### config.mk
export PLATFORM = sky130hd
export DESIGN_NAME = eeprom_boot_loader
export DESIGN_NICKNAME = d
export VERILOG_FILES = /design/src/rtl/boot_pkg.sv /design/src/rtl/boot_timeout.sv /design/src/rtl/eeprom_boot_loader.sv
export SDC_FILE = /design/constraint.sdc
export NUM_CORES = 1
export LEC_CHECK = 0
export CORE_UTILIZATION = 35
export DETAILED_ROUTE_END_ITERATION = 12
export SYNTH_ARGS = -nofsm -noshare
export SYNTH_HDL_FRONTEND = slang
export SYNTH_HIERARCHICAL = 1
export SYNTH_SLANG_ARGS = --single-unit
### constraint.sdc
create_clock -name clk -period 3.68 [get_ports clk]
set_input_delay 0.736 -clock clk [delete_from_list [all_inputs] [get_ports clk]]
set_output_delay 0.736 -clock clk [all_outputs]
set_load 0.03 [all_outputs]
### src/rtl/boot_pkg.sv
// Shared state encoding, default sizes and word-assembly helper for the EEPROM boot loader.
package boot_pkg;

  localparam int NUM_BYTES_DEF      = 256;
  localparam int TIMEOUT_CYCLES_DEF = 65535;
  localparam int TIMEOUT_W          = 16;

  typedef enum logic [2:0] {
    IDLE,
    REQ,
    WRITE,
    DONE,
    ERROR
  } boot_state_t;

  // Little-endian lane insert: lane 0 lands in bits 7:0.
  function automatic logic [31:0] put_lane(input logic [31:0] word,
                                           input logic [1:0]  lane,
                                           input logic [7:0]  data);
    logic [31:0] r;
    r = word;
    case (lane)
      2'd0: r[7:0]   = data;
      2'd1: r[15:8]  = data;
      2'd2: r[23:16] = data;
      default: r[31:24] = data;
    endcase
    return r;
  endfunction

endpackage

### src/rtl/boot_timeout.sv
// Per-byte read-ack watchdog: counts enabled cycles, flags the LIMIT-th one combinationally.
// No handshake; clear has priority over enable.
module boot_timeout
  import boot_pkg::*;
#(
  parameter int LIMIT = TIMEOUT_CYCLES_DEF
) (
  input  logic clk,
  input  logic rst_n,
  input  logic clear,
  input  logic enable,
  output logic expired
);

  localparam logic [TIMEOUT_W-1:0] LAST = TIMEOUT_W'(LIMIT - 1);

  logic [TIMEOUT_W-1:0] cnt;

  always_ff @(posedge clk or negedge rst_n) begin
    if (!rst_n) begin
      cnt <= '0;
    end else if (clear) begin
      cnt <= '0;
    end else if (enable) begin
      cnt <= cnt + 1'b1;
    end
  end

  assign expired = enable && (cnt == LAST);

endmodule

### src/rtl/eeprom_boot_loader.sv
// Copies NUM_BYTES from the EEPROM into instruction memory as 32-bit words; one request per byte.
// Optional image checksum (sum of all bytes must be 0x00) under macro BOOT_CHECKSUM_EN.
module eeprom_boot_loader
  import boot_pkg::*;
#(
  parameter int NUM_BYTES      = NUM_BYTES_DEF,
  parameter int TIMEOUT_CYCLES = TIMEOUT_CYCLES_DEF
) (
  input  logic        clk,
  input  logic        rst_n,
  input  logic        boot_start,
  output logic        rd_req,
  output logic [7:0]  rd_addr,
  input  logic        rd_ack,
  input  logic [7:0]  rd_data,
  output logic        imem_we,
  output logic [5:0]  imem_addr,
  output logic [31:0] imem_wdata,
  output logic        boot_complete,
  output logic        boot_error
);

  localparam logic [8:0] LAST_CNT = 9'(NUM_BYTES);

  boot_state_t state;
  logic [8:0]  byte_cnt;
  logic [31:0] word_buf;
  logic [31:0] next_word;
  logic        to_clear;
  logic        to_en;
  logic        to_expired;
  logic        sum_ok;

`ifdef BOOT_CHECKSUM_EN
  logic [7:0] csum;
  assign sum_ok = (csum == 8'h00);
`else
  assign sum_ok = 1'b1;
`endif

  assign next_word = put_lane(word_buf, byte_cnt[1:0], rd_data);

  // The watchdog only runs while a request is outstanding; an ack in the expiry cycle disables it.
  assign to_clear = !((state == REQ) && rd_req);
  assign to_en    = (state == REQ) && rd_req && !rd_ack;

  boot_timeout #(
    .LIMIT(TIMEOUT_CYCLES)
  ) u_timeout (
    .clk    (clk),
    .rst_n  (rst_n),
    .clear  (to_clear),
    .enable (to_en),
    .expired(to_expired)
  );

  always_ff @(posedge clk or negedge rst_n) begin
    if (!rst_n) begin
      state         <= IDLE;
      byte_cnt      <= '0;
      word_buf      <= '0;
      rd_req        <= 1'b0;
      rd_addr       <= '0;
      imem_we       <= 1'b0;
      imem_addr     <= '0;
      imem_wdata    <= '0;
      boot_complete <= 1'b0;
      boot_error    <= 1'b0;
`ifdef BOOT_CHECKSUM_EN
      csum          <= '0;
`endif
    end else begin
      imem_we <= 1'b0;
      case (state)
        IDLE, DONE, ERROR: begin
          if (boot_start) begin
            state         <= REQ;
            byte_cnt      <= '0;
            word_buf      <= '0;
            boot_complete <= 1'b0;
            boot_error    <= 1'b0;
            rd_req        <= 1'b1;
            rd_addr       <= '0;
`ifdef BOOT_CHECKSUM_EN
            csum          <= '0;
`endif
          end
        end
        REQ: begin
          if (rd_req) begin
            if (rd_ack) begin
              word_buf <= next_word;
              byte_cnt <= byte_cnt + 9'd1;
              rd_req   <= 1'b0;
`ifdef BOOT_CHECKSUM_EN
              csum     <= csum + rd_data;
`endif
              if (byte_cnt[1:0] == 2'd3) begin
                state      <= WRITE;
                imem_we    <= 1'b1;
                imem_addr  <= byte_cnt[7:2];
                imem_wdata <= next_word;
              end
            end else if (to_expired) begin
              state      <= ERROR;
              rd_req     <= 1'b0;
              boot_error <= 1'b1;
            end
          end else begin
            // One idle cycle between bytes of a word, then request the next address.
            rd_req  <= 1'b1;
            rd_addr <= byte_cnt[7:0];
          end
        end
        WRITE: begin
          if (byte_cnt == LAST_CNT) begin
            if (sum_ok) begin
              state         <= DONE;
              boot_complete <= 1'b1;
            end else begin
              state      <= ERROR;
              boot_error <= 1'b1;
            end
          end else begin
            state   <= REQ;
            rd_req  <= 1'b1;
            rd_addr <= byte_cnt[7:0];
          end
        end
        default: state <= IDLE;
      endcase
    end
  end

endmodule

After elaboration in Yosys (flattened, before gate mapping)
Cells that the tools add are included.
{"block": "word_totals", "reg_bits": 110, "elab_cells": 93, "output_inout_bits": 50}
{"block": "op_classes", "n_addsub": 2, "eq_ne": 20, "n_mux": 42, "n_reduce_logical": 18}
{"cell": "two-way mux 32 bit", "count": 3}
{"cell": "case mux 32 bit (2 select lines)", "count": 1}
{"cell": "two-way mux 8 bit", "count": 7}
{"cell": "two-way mux 16 bit", "count": 2}
{"cell": "two-way mux 9 bit", "count": 3}
{"cell": "case mux 8 bit (3 select lines)", "count": 1}
{"cell": "case mux 9 bit (2 select lines)", "count": 1}
{"cell": "adder 16 x 1 -> 16 bit, second input constant", "count": 1}
{"cell": "equality test 16 bit, second input constant", "count": 1}
{"cell": "inequality test 2 bit, second input constant", "count": 8}
{"cell": "AND reduction 4 bit", "count": 4}
{"cell": "two-way mux 3 bit", "count": 5}
{"cell": "two-way mux 1 bit", "count": 14}
{"cell": "adder 9 x 1 -> 9 bit, second input constant", "count": 1}
{"cell": "equality test 9 bit, second input constant", "count": 1}
{"cell": "case mux 3 bit (3 select lines)", "count": 1}
{"cell": "equality test 3 x 2 -> 1 bit, second input constant", "count": 2}
{"cell": "AND reduction 3 bit", "count": 2}
{"cell": "OR reduction 3 bit", "count": 2}
{"cell": "AND reduction 5 bit", "count": 1}
{"cell": "equality test 2 bit, second input constant", "count": 2}
{"cell": "case mux 1 bit (2 select lines)", "count": 2}
{"cell": "nonzero test 2 bit", "count": 2}
{"cell": "equality test 3 x 1 -> 1 bit, second input constant", "count": 1}
{"cell": "other kinds (12)", "count": 14}

Longest topological paths before layout
{"block": "logic_depth", "ltp_word": 8, "ltp_mapped": 12, "mapped_depth_nobuf": 9}

Hierarchy
The synthesis kept the hierarchy.
{"mod": "eeprom_boot_loader", "seq_area_each_um2": 2152.1, "area_each_um2": 3882.5, "cells_per_inst": 338, "n_inst": 1}
{"mod": "boot_timeout", "seq_area_each_um2": 400.4, "area_each_um2": 844.6, "cells_per_inst": 85, "n_inst": 1}

Worst setup path before layout
No wires, ideal clock.
{"block": "synth_timing", "path_type": "flip-flop to flip-flop", "from": "register rd_req", "to": "register state[0]", "path_slack_ps": 1407, "t_required_ps": 3562, "stages_incl_launch_ff": 12, "synth_period_minus_slack_ps": 2273, "path_buffers": 2, "arrival_time_ps": 2155, "path_cell_list": "dfrtp_1 -> and4bb_1 -> buf_6 -> inv_1 -> nor2_1 -> buf_2 -> nand3_1 -> nor4_1 -> mux2i_1 -> o21ai_0 -> a21oi_1 -> a21o_1"}
{"block": "synth_between", "elab_chain_len": 5, "elab_cells_between_ends": 6, "cone_classes": "eq/ne (2); reduce/logical (4)"}
{"item": "start: declaration", "line": "eeprom_boot_loader.sv:12", "source": "output logic rd_req,"}
{"item": "start signal: assignment", "line": "eeprom_boot_loader.sv:62", "source": "rd_req <= 1'b0;"}
{"item": "start signal: assignment", "line": "eeprom_boot_loader.sv:82", "source": "rd_req <= 1'b1;"}
{"item": "start signal: assignment", "line": "eeprom_boot_loader.sv:94", "source": "rd_req <= 1'b0;"}
{"item": "logical AND 1 bit (2 in a row)", "line": "eeprom_boot_loader.sv:45", "source": "assign to_en = (state == REQ) && rd_req && !rd_ack;"}
{"item": "net to_en", "line": "eeprom_boot_loader.sv:30", "source": "logic to_en;"}
{"item": "logical AND 1 bit", "line": "boot_timeout.sv:29", "source": "assign expired = enable && (cnt == LAST);"}
{"item": "net to_expired", "line": "eeprom_boot_loader.sv:31", "source": "logic to_expired;"}
{"item": "inequality test 3 bit (no source line)"}
{"item": "AND reduction 4 bit (no source line)"}
{"item": "end signal: assignment", "line": "eeprom_boot_loader.sv:59", "source": "state <= IDLE;"}
{"item": "end signal: assignment", "line": "eeprom_boot_loader.sv:77", "source": "state <= REQ;"}
{"item": "end signal: assignment", "line": "eeprom_boot_loader.sv:99", "source": "state <= WRITE;"}
{"item": "end: declaration", "line": "eeprom_boot_loader.sv:25", "source": "boot_state_t state;"}
The timed path passes the listed nets, and every way through them passes these cells.
A chain may end at the register's enable or synchronous reset.

Worst setup path in the final report
{"block": "layout_timing", "from": "register state[1]", "to": "register state[0]"}
{"block": "layout_between", "elab_chain_len": 6, "elab_cells_between_ends": 15, "cone_classes": "eq/ne (8); mux (1); reduce/logical (6)"}
{"item": "equality test 3 x 1 -> 1 bit", "line": "eeprom_boot_loader.sv:45"}
{"item": "logical AND 1 bit (2 in a row)", "line": "eeprom_boot_loader.sv:45"}
{"item": "net to_en", "line": "eeprom_boot_loader.sv:30"}
{"item": "logical AND 1 bit", "line": "boot_timeout.sv:29"}
{"item": "net to_expired", "line": "eeprom_boot_loader.sv:31"}
{"item": "inequality test 3 bit (no source line)"}
{"item": "AND reduction 4 bit (no source line)"}
The timed path passes the listed nets, and every way through them passes these cells.

==> flow_summary_export.csv <==
group,metric,value,unit
routing,viasPerCell,5.14,
run_status,status,"finished, final reports clean",
cells_and_area,n_antenna_cell,0,
cells_and_area,final_layout_size_suffix_gt1_share,10.8,%
synthesis,ys_seq_elements,102,
synthesis,synth_compound_area_share,11.7,%
clocking,clock_latency,0.35,ns
timing,slew_violations,0,
die,die_w,118,um
synthesis,ys.flop_type,"dfrtp_1",
routing,via_count,3342,
synthesis,yosys.area_share.simple,13.9,%
hold_path,hold_path.class,"input pin to async pin",
pwr,ir_drop,0.372,mV
pwr,internal_power,0.00262,W
synthesis,synth_fp_nets,441,
cells_and_area,area_delta_synth_final,22.1,%
synthesis,synth_area_leaders,"dfrtp_1 54%, mux2i_1 7.4%, a32o_1 5.1%",
synthesis,synth_area,0.00473,sq mm
synthesis,syn_avg_cell_area,11.2,sq um
grt,grt_pass1_vias,3415,
clocking,cts.clk_slew.worst_paths,0.07,ns
clocking,hold_buffers,0,
synthesis,yosysMostFrequentCell,"dfrtp_1",
place,place_ws,0.897,ns
timing,setup_tns,0,ns
setup_path,r2r_end,"state[0]",
grt,top_usage_layer,"met2",
grt,antenna_found_initial,0,
place,gp_congestion,0.846,
routing,drt-total-wl,10300,um
synthesis,yosysSeqAreaShare,54.0,%
setup_path,cp_max_fo,10,
grt,grt_util_met3,3.43,%
synthesis,asyncSetResetFlopFracSynth,100,%
pwr,switching_power,0.00159,W
pwr,power_frac_comb,38.9,%
synthesis,synth_common_cells,"102 x dfrtp_1, 47 x nand2_1, 35 x mux2i_1",
grt,grt_use_met2,24.3,%
timing,period_needed,2.77,ns
timing,worstMarginPinSlew,0.847,ns
clocking,post_cts_buffers,0,
clocking,cts-root-buf,"clkbuf_16",
pwr,pwr-share-clk,23.2,%
setup_path,cp-start-kind,"register",
timing,max_freq,361,MHz
grt,grt_pass1_wl,17500,um
synthesis,yosysTopAreaCell,"dfrtp_1",
synthesis,synth_top_family_by_area,"simple AND/OR/NAND/NOR gates",
pwr,pwr-share-seq,37.8,%
setup_path,path_class,"register to register",
synthesis,synthXorXnorAreaFrac,2.41,%
die,initial_core_util,35.8,%
timing,finClkSkew,0.00787,ns
routing,antenna_left,0,
setup_path,setup.worst_path.end_class,"register",
die,num_rows,42,
setup_path,reg2reg_depth,10,
run,timing.max_cap.violations,0,
grt,grtUsageMet1,22.2,%
setup_path,crit_arrival,3.02,ns
place,detailed_place_hpwl,6860,um
setup_path,required,3.93,ns
grt,grt-ovfl-total,0,
synthesis,synth_cell_types,47,
synthesis,yosys_warnings,6,
pwr,power.share.switching,37.8,%
routing,drt_pass1_iterations,4,
clocking,h-tree-depth,3,
pwr,power_leakage,2.51,nW
timing,timing.final.ws_setup,0.908,ns
grt,grt_max_degree,61,
pwr,finalPower,0.00422,W
pwr,powerDensity,731,mW/mm^2
setup_path,rr_startpoint,"state[1]",
timing,relSlewSlack,43.5,%
synthesis,synth.top_cell.area_share,54.0,%
die,core_area,0.0132,sq mm
routing,remaining_drc_errors,0,
cells_and_area,final_nets,487,
place,portBuffers,61,
synthesis,synth_edf_count,0,
setup_path,crit_end,"state[0]",
timing,grt_setup_unrepaired,"no",
clocking,clockBufferDepth,2,
synthesis,muxShareOfSynthArea,11.2,%
clocking,cts_sinks,102,
timing,setup_viol,0,
routing,routedWlPerCell,15.8,um
synthesis,synthCells,423,
setup_path,critPathLaunch,"state[1]",
setup_path,r2r_slack,0.91,ns
synthesis,yosys.area_share.adder,1.59,%
clocking,cts_tree,"built",
clocking,cts_buffers,9,
die,ios,62,
grt,gr-usage-all-layers,16.0,%
clocking,postCtsResizedCells,0,
die,die_y,118,um
timing,min_period_over_period,75.3,%
routing,drtIter0Drc,165,
die,dieArea,0.0140,sq mm
timing,hold_viol_final,0,
-- stage by stage --
step	hold slack, ns	utilization (%)	instances	instance area (sq um)
6_report	0.439	43.7	650	5770
5_1_grt	0.502	43.7	650	5770
4_1_cts	0.477	43.7	650	5770
3_5_place_dp	0.470	41.4	634	5470
3_3_place_gp	0.468	41.4	634	5470
2_1_floorplan	0.440	-	423	4730
-- worst min path at each step --
stage / slack [ns] / to / cells past startpoint
final: 0.44 / imem_addr[5] / 1
after global routing: 0.50 / imem_addr[5] / 1
after CTS: 0.48 / imem_addr[5] / 1
after detailed placement: 0.47 / imem_wdata[8] / 2
after global placement: 0.47 / imem_wdata[10] / 2
after floorplan: 0.44 / boot_complete / 0
-- layout make-up --
class / instances / area (sq um)
Multi-Input combinational cell: 266 / 1930
Sequential cell: 102 / 2550
Clock inverter: 7 / 80.1
Clock buffer: 9 / 225
Timing Repair Buffer: 70 / 688
Fill cell: 1261 / 7420
Tap cell: 176 / 220
Inverter: 20 / 75.1
-- registers in the layout, summed over array words and instances (netlist names) --
name	flops
boot_complete	1
boot_error	1
byte_cnt	9
imem_addr	6
imem_wdata	32
imem_we	1
rd_addr	8
rd_req	1
state	3
u_timeout/cnt	16
word_buf	24
-- critical path: stages, from the launching register on --
cell and delay (ns):
dfrtp_1 0.49, and4bb_1 0.62, inv_1 0.11, nor2_1 0.10, buf_4 0.16, nand3_1 0.08, nor4_1 0.47, mux2i_1 0.19
o21ai_0 0.19, a21oi_1 0.08, a21o_1 0.16
-- routing by layer --
layer  wire length (um)  vias up
met5                  0        -
met4                176        0
met3                491       12
met2               4760       81
met1               4840     1650
li1                   -     1599
-- power by group through the flow --
stage	clock [W]	sequential [W]	combinational (W)
after global placement	0	0.00161	0.00163
after CTS	0.00101	0.00160	0.00166
final	0.000979	0.00160	0.00164
after global routing	0.00106	0.00164	0.00179
after floorplan	0	0.00188	0.000838
after detailed placement	0	0.00162	0.00165
-- logic make-up after synthesis --
kind of cell | after synthesis
xor+xnor | 13
buf+inv | 55
compound gates | 79
mux | 51
simple gates | 117
fa+ha+maj | 6
flops | 102
-- layout by cell type (no fill, tap or decap), types with 7 or more instances in the layout --
cell type	Yosys	routed
mux2i_1	35	35
dfrtp_1	102	102
inv_1	19	19
or4_1	7	7
nor2_1	19	19
nand2_1	47	47
buf_4	1	9
mux2_2	16	16
a32o_1	24	24
o21ai_0	33	33
clkbuf_16	0	9
a21oi_1	7	7
clkdlybuf4s50_1	0	60
xor2_1	7	7
Note: power is estimated with default switching activity, not from simulation.
